### src/rtl/pci_tx_pkg.sv
// Shared types and constants for the transmission-layer destination read path.
package pci_tx_pkg;

   localparam int unsigned DEST_BIT           = 4;
   localparam int unsigned DEFAULT_DATA_WIDTH = 6;

   typedef enum logic [1:0] {
      IDLE   = 2'd0,
      ACTIVE = 2'd1,
      DRAIN  = 2'd2
   } state_t;

endpackage

### src/rtl/fifo_salida.sv
// Output buffer for lector_destinos: wrap-around pointers, occupancy count,
// first-word-fall-through head.
module fifo_salida #(
   parameter int unsigned WIDTH = 7,
   parameter int unsigned DEPTH = 4
) (
   input  logic                     clk,
   input  logic                     reset,
   input  logic                     wr_en,
   input  logic [WIDTH-1:0]         wr_data,
   input  logic                     rd_en,
   output logic [WIDTH-1:0]         rd_data,
   output logic [$clog2(DEPTH):0]   occ
);

   localparam int unsigned AW = $clog2(DEPTH);

   logic [WIDTH-1:0] mem [DEPTH];
   logic [AW-1:0]    wr_ptr;
   logic [AW-1:0]    rd_ptr;

   always_ff @(posedge clk) begin
      if (wr_en && !reset)
         mem[wr_ptr] <= wr_data;
   end

   always_ff @(posedge clk) begin
      if (reset) begin
         wr_ptr <= '0;
         rd_ptr <= '0;
         occ    <= '0;
      end else begin
         if (wr_en)
            wr_ptr <= wr_ptr + AW'(1);
         if (rd_en)
            rd_ptr <= rd_ptr + AW'(1);
         case ({wr_en, rd_en})
            2'b10:   occ <= occ + (AW+1)'(1);
            2'b01:   occ <= occ - (AW+1)'(1);
            default: occ <= occ;
         endcase
      end
   end

   assign rd_data = mem[rd_ptr];

endmodule

### src/rtl/lector_destinos.sv
// Round-robin reader of destination FIFOs D0/D1 merging into one valid/ready stream.
// Optional destination tag check enabled by defining LECTOR_TAG_CHECK_EN.
module lector_destinos
   import pci_tx_pkg::*;
#(
   parameter int unsigned DATA_WIDTH = DEFAULT_DATA_WIDTH,
   parameter int unsigned BUF_DEPTH  = 4,
   parameter int unsigned CNT_WIDTH  = 8
) (
   input  logic                  clk,
   input  logic                  reset,
   input  logic                  enable,
   input  logic [DATA_WIDTH-1:0] data_out_D0,
   input  logic [DATA_WIDTH-1:0] data_out_D1,
   input  logic                  empty_fifo_D0,
   input  logic                  empty_fifo_D1,
   output logic                  D0_pop,
   output logic                  D1_pop,
   output logic [DATA_WIDTH-1:0] data_out,
   output logic                  src_out,
   output logic                  valid_out,
   input  logic                  ready_in,
   output logic [CNT_WIDTH-1:0]  count_D0,
   output logic [CNT_WIDTH-1:0]  count_D1,
   output logic                  idle_out
`ifdef LECTOR_TAG_CHECK_EN
   ,
   output logic                  error_dest
`endif
);

   localparam int unsigned OW = $clog2(BUF_DEPTH);

   state_t                state, state_nx;
   logic                  pend;
   logic                  pend_src;
   logic                  last;
   logic                  sel;
   logic                  can_pop;
   logic [OW:0]           occ;
   logic [OW+1:0]         used;
   logic [DATA_WIDTH-1:0] cap_data;
   logic [DATA_WIDTH:0]   head;

   // Credit counts the word already in flight from the FIFO so the buffer never overflows.
   assign used = {1'b0, occ} + (OW+2)'(pend);

   always_comb begin
      sel = 1'b0;
      if (!empty_fifo_D0 && !empty_fifo_D1)
         sel = ~last;
      else if (!empty_fifo_D1)
         sel = 1'b1;
      can_pop = (state == ACTIVE) && (used < (OW+2)'(BUF_DEPTH))
                && !(empty_fifo_D0 && empty_fifo_D1);
      D0_pop  = can_pop & ~sel;
      D1_pop  = can_pop & sel;
   end

   always_comb begin
      state_nx = state;
      case (state)
         IDLE:    if (enable) state_nx = ACTIVE;
         ACTIVE:  if (!enable) state_nx = DRAIN;
         DRAIN: begin
            if (enable)
               state_nx = ACTIVE;
            else if (!pend && occ == '0)
               state_nx = IDLE;
         end
         default: state_nx = IDLE;
      endcase
   end

   always_ff @(posedge clk) begin
      if (reset) begin
         state    <= IDLE;
         pend     <= 1'b0;
         pend_src <= 1'b0;
         last     <= 1'b1;
         count_D0 <= '0;
         count_D1 <= '0;
         idle_out <= 1'b1;
      end else begin
         state    <= state_nx;
         pend     <= can_pop;
         if (can_pop) begin
            pend_src <= sel;
            last     <= sel;
         end
         if (pend && !pend_src)
            count_D0 <= count_D0 + CNT_WIDTH'(1);
         if (pend && pend_src)
            count_D1 <= count_D1 + CNT_WIDTH'(1);
         // Requiring IDLE in both current and next state drops the flag on the exit edge.
         idle_out <= (state == IDLE) && (state_nx == IDLE);
      end
   end

   assign cap_data = pend_src ? data_out_D1 : data_out_D0;

   fifo_salida #(
      .WIDTH (DATA_WIDTH + 1),
      .DEPTH (BUF_DEPTH)
   ) u_fifo_salida (
      .clk     (clk),
      .reset   (reset),
      .wr_en   (pend),
      .wr_data ({pend_src, cap_data}),
      .rd_en   (valid_out & ready_in),
      .rd_data (head),
      .occ     (occ)
   );

   assign valid_out = (occ != '0);
   assign data_out  = valid_out ? head[DATA_WIDTH-1:0] : '0;
   assign src_out   = valid_out ? head[DATA_WIDTH] : 1'b0;

`ifdef LECTOR_TAG_CHECK_EN
   always_ff @(posedge clk) begin
      if (reset)
         error_dest <= 1'b0;
      else if (pend && (cap_data[DEST_BIT] != pend_src))
         error_dest <= 1'b1;
   end
`endif

endmodule

### config.mk
export PLATFORM = sky130hd
export DESIGN_NAME = lector_destinos
export DESIGN_NICKNAME = d
export VERILOG_FILES = /design/src/rtl/pci_tx_pkg.sv /design/src/rtl/fifo_salida.sv /design/src/rtl/lector_destinos.sv
export SDC_FILE = /design/constraint.sdc
export NUM_CORES = 1
export LEC_CHECK = 0
export CAP_MARGIN = 5
export CORE_ASPECT_RATIO = 0.9
export CORE_MARGIN = 2
export CORE_UTILIZATION = 52
export DETAILED_ROUTE_END_ITERATION = 7
export PLACE_DENSITY_LB_ADDON = 0.15
export SLEW_MARGIN = 30
export SYNTH_ARGS = -nofsm -noshare
export SYNTH_HDL_FRONTEND = slang
export SYNTH_SLANG_ARGS = --single-unit
### constraint.sdc
create_clock -name clk -period 2.65 [get_ports clk]
set_clock_uncertainty 0.2 [all_clocks]
set_input_delay 0.265 -clock clk [delete_from_list [all_inputs] [get_ports clk]]
set_output_delay 0.265 -clock clk [all_outputs]
set_load 0.02 [all_outputs]
==> impl_results.html <==
<table>
<tr><th>Metric</th><th>Value</th></tr>
<tr><th colspan="2">Clock network</th></tr>
<tr><td>Clock sink count</td><td>59</td></tr>
<tr><td>TritonCTS clock tree</td><td>done</td></tr>
<tr><td>Total clock buffers created by CTS</td><td>9</td></tr>
<tr><td>Cell at the root of the clock tree</td><td>sky130_fd_sc_hd__clkbuf_8</td></tr>
<tr><td>Clock latency on the worst-skew pair</td><td>roughly 330 ps</td></tr>
<tr><td>H-tree lvl count</td><td>3</td></tr>
<tr><td>Clock-pin slew on the worst setup and hold paths</td><td>approximately 60 ps</td></tr>
<tr><td>CTS max path bufs</td><td>2</td></tr>
<tr><th colspan="2">Floorplanning</th></tr>
<tr><td>DIE AREA</td><td>between 5000 and 6000 µm²</td></tr>
<tr><td>Horiz. Die Dim</td><td>~78 µm</td></tr>
<tr><td>Placeable core region</td><td>about 4800 µm²</td></tr>
<tr><td>Die Span Y</td><td>around 70 µm</td></tr>
<tr><td>Starting utilization of the core area</td><td>53.4%</td></tr>
<tr><td>I/O pins</td><td>45</td></tr>
<tr><td>Num rows</td><td>24</td></tr>
<tr><th colspan="2">Worst setup path</th></tr>
<tr><td>Cell depth of the worst flop-to-flop path</td><td>8</td></tr>
<tr><td>Critical path fanouts, max</td><td>6</td></tr>
<tr><td>Start-to-end type of the worst setup path</td><td>flop to primary output</td></tr>
<tr><td>Cell chain of the critical path</td><td>and3_4 -&gt; or3_1 -&gt; nor3_1 -&gt; clkdlybuf4s50_1</td></tr>
<tr><td>Top delay family on crit path</td><td>simple AND/OR/NAND/NOR gates</td></tr>
<tr><td>Capturing element type of the critical path</td><td>primary output</td></tr>
<tr><td>Cell depth of the worst setup path</td><td>4</td></tr>
<tr><td>Library cell contributing the largest single delay on the critical path</td><td>sky130_fd_sc_hd__clkdlybuf4s50_1</td></tr>
<tr><td>Buffers and inverters on the worst path</td><td>1</td></tr>
<tr><td>Critical path arrival</td><td>2070 ps</td></tr>
<tr><td>Max stage delay on crit path</td><td>around 630 ps</td></tr>
<tr><td>Category of the worst setup path launch point</td><td>flop</td></tr>
<tr><td>Required time reported for the critical path endpoint</td><td>2180 ps</td></tr>
<tr><th colspan="2">Drt</th></tr>
<tr><td>Met3 Wirelength</td><td>between 200 and 250 µm</td></tr>
<tr><td>Vias after detailed routing</td><td>about 1,800</td></tr>
<tr><td>WL/cell</td><td>approximately 14 µm</td></tr>
<tr><td>Wire length on met1</td><td>2170 µm</td></tr>
<tr><td>Detailed Routing Iterations Pass 1</td><td>4</td></tr>
<tr><td>Starting DRC count in detailed routing</td><td>74</td></tr>
<tr><td>Top layer used by detailed routing</td><td>met4</td></tr>
<tr><td>Routed Wire Length</td><td>4730 µm</td></tr>
<tr><td>Number of nets with antenna violations after routing</td><td>0</td></tr>
<tr><td>Vias/cell</td><td>about 5.4</td></tr>
<tr><td>Met2 wire len</td><td>around 2200 µm</td></tr>
<tr><td>DRC violations left</td><td>0</td></tr>
<tr><th colspan="2">Hold path</th></tr>
<tr><td>Number of cells on the worst hold path</td><td>1</td></tr>
<tr><td>Min-Delay Path Class</td><td>flop to flop</td></tr>
<tr><th colspan="2">GRT</th></tr>
<tr><td>Pin count of the biggest net entering global routing</td><td>30</td></tr>
<tr><td>First-pass GRT wire length</td><td>8020 µm</td></tr>
<tr><td>Total overflow reported by the global router</td><td>0</td></tr>
<tr><td>Initial antenna violation count</td><td>0</td></tr>
<tr><td>Global routing usage summed across all routing layers</td><td>19.5%</td></tr>
<tr><td>Vias in the first global route</td><td>~1,700</td></tr>
<tr><th colspan="2">Power</th></tr>
<tr><td>Switching power share of the total</td><td>23.6%</td></tr>
<tr><td>Static leakage power</td><td>between 1 and 1.5 nW</td></tr>
<tr><td>Pint</td><td>1.78 mW</td></tr>
<tr><td>Power density over the cells</td><td>between 700 and 800 nW/µm²</td></tr>
<tr><td>Clock network fraction of total power</td><td>between 40% and 50%</td></tr>
<tr><td>Fraction of power consumed by combinational cells</td><td>15.3%</td></tr>
<tr><td>Total net switching power</td><td>between 500 and 600 µW</td></tr>
<tr><td>Sequential share of power</td><td>43.4%</td></tr>
<tr><td>Maximum resistive drop on vdd</td><td>roughly 500 µV</td></tr>
<tr><th colspan="2">Logic synthesis</th></tr>
<tr><td>Gate count of the mapped netlist</td><td>209</td></tr>
<tr><td>Flops &amp; latches, synth</td><td>59</td></tr>
<tr><td>Netlist Area Pre-Place</td><td>around 2500 µm²</td></tr>
<tr><td>Count of unique library cells instantiated by Yosys</td><td>37</td></tr>
<tr><td>Synth Warn #</td><td>0</td></tr>
<tr><td>Net count of the mapped netlist</td><td>235</td></tr>
<tr><td>Average cell area after synthesis</td><td>roughly 12 µm²</td></tr>
<tr><td>Part of the Yosys area used for sequential elements</td><td>a little under three fifths</td></tr>
<tr><th colspan="2">STA</th></tr>
<tr><td>Shortest clock period the worst path allows after layout</td><td>2530 ps</td></tr>
<tr><td>Slew of the pin with the lowest slew margin</td><td>449 ps</td></tr>
<tr><td>Setup-violating endpoint count in the final report</td><td>0</td></tr>
<tr><td>Max-slew headroom at the worst pin</td><td>a little over two thirds</td></tr>
<tr><td>RSZ-0062 raised after global routing</td><td>no</td></tr>
<tr><td>Final Slew Violations</td><td>0</td></tr>
<tr><td>Post-route clock period utilization</td><td>a little over nine tenths</td></tr>
<tr><td>Sum of negative setup slack</td><td>0 ps</td></tr>
<tr><td>Peak clock frequency supported by timing</td><td>about 0.39 GHz</td></tr>
<tr><td>Hold violation count in the final report</td><td>0</td></tr>
<tr><th colspan="2">Placement</th></tr>
<tr><td>GPL Wtd Cong</td><td>between 0.6 and 0.7</td></tr>
<tr><td>HPWL after DPL</td><td>just over 3000 µm</td></tr>
<tr><td>Total of buffers placed on input and output ports</td><td>44</td></tr>
<tr><td>Inst Count DP</td><td>between 300 and 400</td></tr>
<tr><th colspan="2">Final layout</th></tr>
<tr><td>Diode count</td><td>0</td></tr>
<tr><td>Nets</td><td>approximately 290</td></tr>
<tr><td>Area Overhead vs Synth</td><td>29.1%</td></tr>
<tr><td>Fin cells</td><td>approximately 330</td></tr>
<tr><td>Fraction of final layout cells sized beyond drive strength 1</td><td>around an eighth</td></tr>
<tr><td>Fill cell count</td><td>between 300 and 400</td></tr>
<tr><th colspan="2">Status</th></tr>
<tr><td>Result of the run</td><td>finished clean</td></tr>
<tr><th colspan="2">Job</th></tr>
<tr><td>Max-cap violations</td><td>0</td></tr>
</table>
[state kept, by name, indices dropped and copies added, names as in the netlist, 2 cells and up, named ones only]
| name | count |
|---|---|
| u_fifo_salida.wr_ptr | 2 |
| state | 2 |
| u_fifo_salida.rd_ptr | 2 |
| count_D1 | 8 |
| count_D0 | 8 |
| u_fifo_salida.occ | 3 |
| u_fifo_salida.mem | 28 |
[cells in the final DEF (no fill, tap or decap), drive strengths merged, types with 4 or more instances in the layout]
cell type / count
edfxtp: 28
and2: 7
ha: 7
clkinv: 4
nor2: 17
nor2b: 4
a21oi: 12
clkdlybuf4s50: 43
and3: 6
dfxtp: 31
or4: 5
o31ai: 6
mux4: 7
clkbuf: 9
xor2: 6
nand2: 5
inv: 10
nand3: 6
buf: 4
o21ai: 7
mux2: 7
or3: 8
[through the flow]
step / worst slack (ps) / power [mW] / hold slack [ps] / instance area, µm² / utilization (%)
6_report: 118 / 2.32 / 271 / 3290 / 68.9
5_1_grt: 17.9 / 2.41 / 289 / 3290 / 68.9
4_1_cts: 57.2 / 2.34 / 272 / 3290 / 68.9
3_5_place_dp: 225 / 1.38 / 264 / 3060 / 64.1
3_3_place_gp: 229 / 1.38 / 262 / 3060 / 64.1
2_1_floorplan: 573 / 1.24 / 143 / 2550 / -
[synth_stat cells]
cell type | n | area share (%)
sky130_fd_sc_hd__a211oi_1 | 2 | 0.59
sky130_fd_sc_hd__a21oi_1 | 12 | 2.4
sky130_fd_sc_hd__a221o_1 | 1 | 0.39
sky130_fd_sc_hd__a32o_1 | 1 | 0.39
sky130_fd_sc_hd__and2_1 | 7 | 1.7
sky130_fd_sc_hd__and3_1 | 5 | 1.2
sky130_fd_sc_hd__and3_4 | 1 | 0.44
sky130_fd_sc_hd__buf_1 | 2 | 0.29
sky130_fd_sc_hd__buf_2 | 1 | 0.20
sky130_fd_sc_hd__buf_6 | 1 | 0.44
sky130_fd_sc_hd__clkbuf_1 | 5 | 0.74
sky130_fd_sc_hd__dfxtp_1 | 31 | 24
sky130_fd_sc_hd__edfxtp_1 | 28 | 33
sky130_fd_sc_hd__fa_1 | 1 | 0.79
sky130_fd_sc_hd__ha_1 | 7 | 3.4
sky130_fd_sc_hd__inv_1 | 10 | 1.5
sky130_fd_sc_hd__mux2_2 | 7 | 3.1
sky130_fd_sc_hd__mux2i_1 | 2 | 0.79
sky130_fd_sc_hd__mux4_2 | 7 | 6.2
sky130_fd_sc_hd__nand2_1 | 5 | 0.74
sky130_fd_sc_hd__nand2b_1 | 1 | 0.25
sky130_fd_sc_hd__nand3_1 | 6 | 1.2
sky130_fd_sc_hd__nand3b_1 | 1 | 0.29
sky130_fd_sc_hd__nand4_1 | 3 | 0.74
sky130_fd_sc_hd__nand4b_1 | 2 | 0.69
sky130_fd_sc_hd__nor2_1 | 17 | 2.5
sky130_fd_sc_hd__nor2b_1 | 4 | 0.98
sky130_fd_sc_hd__nor3_1 | 2 | 0.39
sky130_fd_sc_hd__nor4_1 | 1 | 0.25
sky130_fd_sc_hd__o21ai_0 | 7 | 1.4
sky130_fd_sc_hd__o311ai_0 | 1 | 0.34
sky130_fd_sc_hd__o31ai_1 | 6 | 1.8
sky130_fd_sc_hd__or3_1 | 8 | 2.0
sky130_fd_sc_hd__or4_1 | 4 | 1.2
sky130_fd_sc_hd__or4_4 | 1 | 0.44
sky130_fd_sc_hd__xnor2_1 | 3 | 1.0
sky130_fd_sc_hd__xor2_1 | 6 | 2.1
[worst reg2reg max path, stage by stage (launching register included)]
cell	delay (ps)
sky130_fd_sc_hd__dfxtp_1	470
sky130_fd_sc_hd__o31ai_1	160
sky130_fd_sc_hd__inv_1	70
sky130_fd_sc_hd__ha_1	170
sky130_fd_sc_hd__inv_1	60
sky130_fd_sc_hd__fa_1	390
sky130_fd_sc_hd__xor2_1	160
sky130_fd_sc_hd__or3_1	300
sky130_fd_sc_hd__a21oi_1	130
[worst paths after layout]
check,start,to,slack (ps)
setup reg to reg,u_fifo_salida.occ[2],u_fifo_salida.occ[2],470
hold reg to reg,state[1],idle_out,270
hold / removal,state[1],idle_out,270
setup / recovery,u_fifo_salida.occ[1],D1_pop,120
[what timing repair did]
action,in CTS,in global routing
hold buffers,0,0
setup endpoints to repair,0,1
buffers inserted,0,0
resized for setup,0,1
[layout make-up]
class	count	area, µm²	share of cell area, %
flip-flops and latches	59	1460	44.4
multi-input cells	131	1010	30.6
repair buffers	48	473	14.4
clock buffers	9	124	3.76
clock inverters	7	106	3.23
well taps	65	81.3	2.47
inverters	10	37.5	1.14
[logic make-up after synthesis]
| kind of cell | count (synthesis) | synth area share, % |
|---|---|---|
| compound gates | 30 | 7.21 |
| xor+xnor | 9 | 3.09 |
| fa+ha+maj | 8 | 4.22 |
| buf+inv | 19 | 3.14 |
| flops | 59 | 57.3 |
| mux | 16 | 10.1 |
| simple gates | 68 | 15.0 |
[power by group through the flow]
| stage | clock, mW | combinational [mW] | sequential (mW) |
|---|---|---|---|
| 2_1_floorplan | 0 | 0.219 | 1.02 |
| 3_3_place_gp | 0 | 0.351 | 1.03 |
| 3_5_place_dp | 0 | 0.357 | 1.03 |
| 4_1_cts | 0.977 | 0.360 | 1.01 |
| 5_1_grt | 1.01 | 0.391 | 1.01 |
| 6_report | 0.960 | 0.355 | 1.01 |
[routing by layer]
layer	track usage, %	vias up
li1	-	870
met1	24.6	865
met2	30.1	50
met3	7.62	8
met4	7.74	0
met5	0	-
Note: power is estimated with default switching activity, not from simulation.
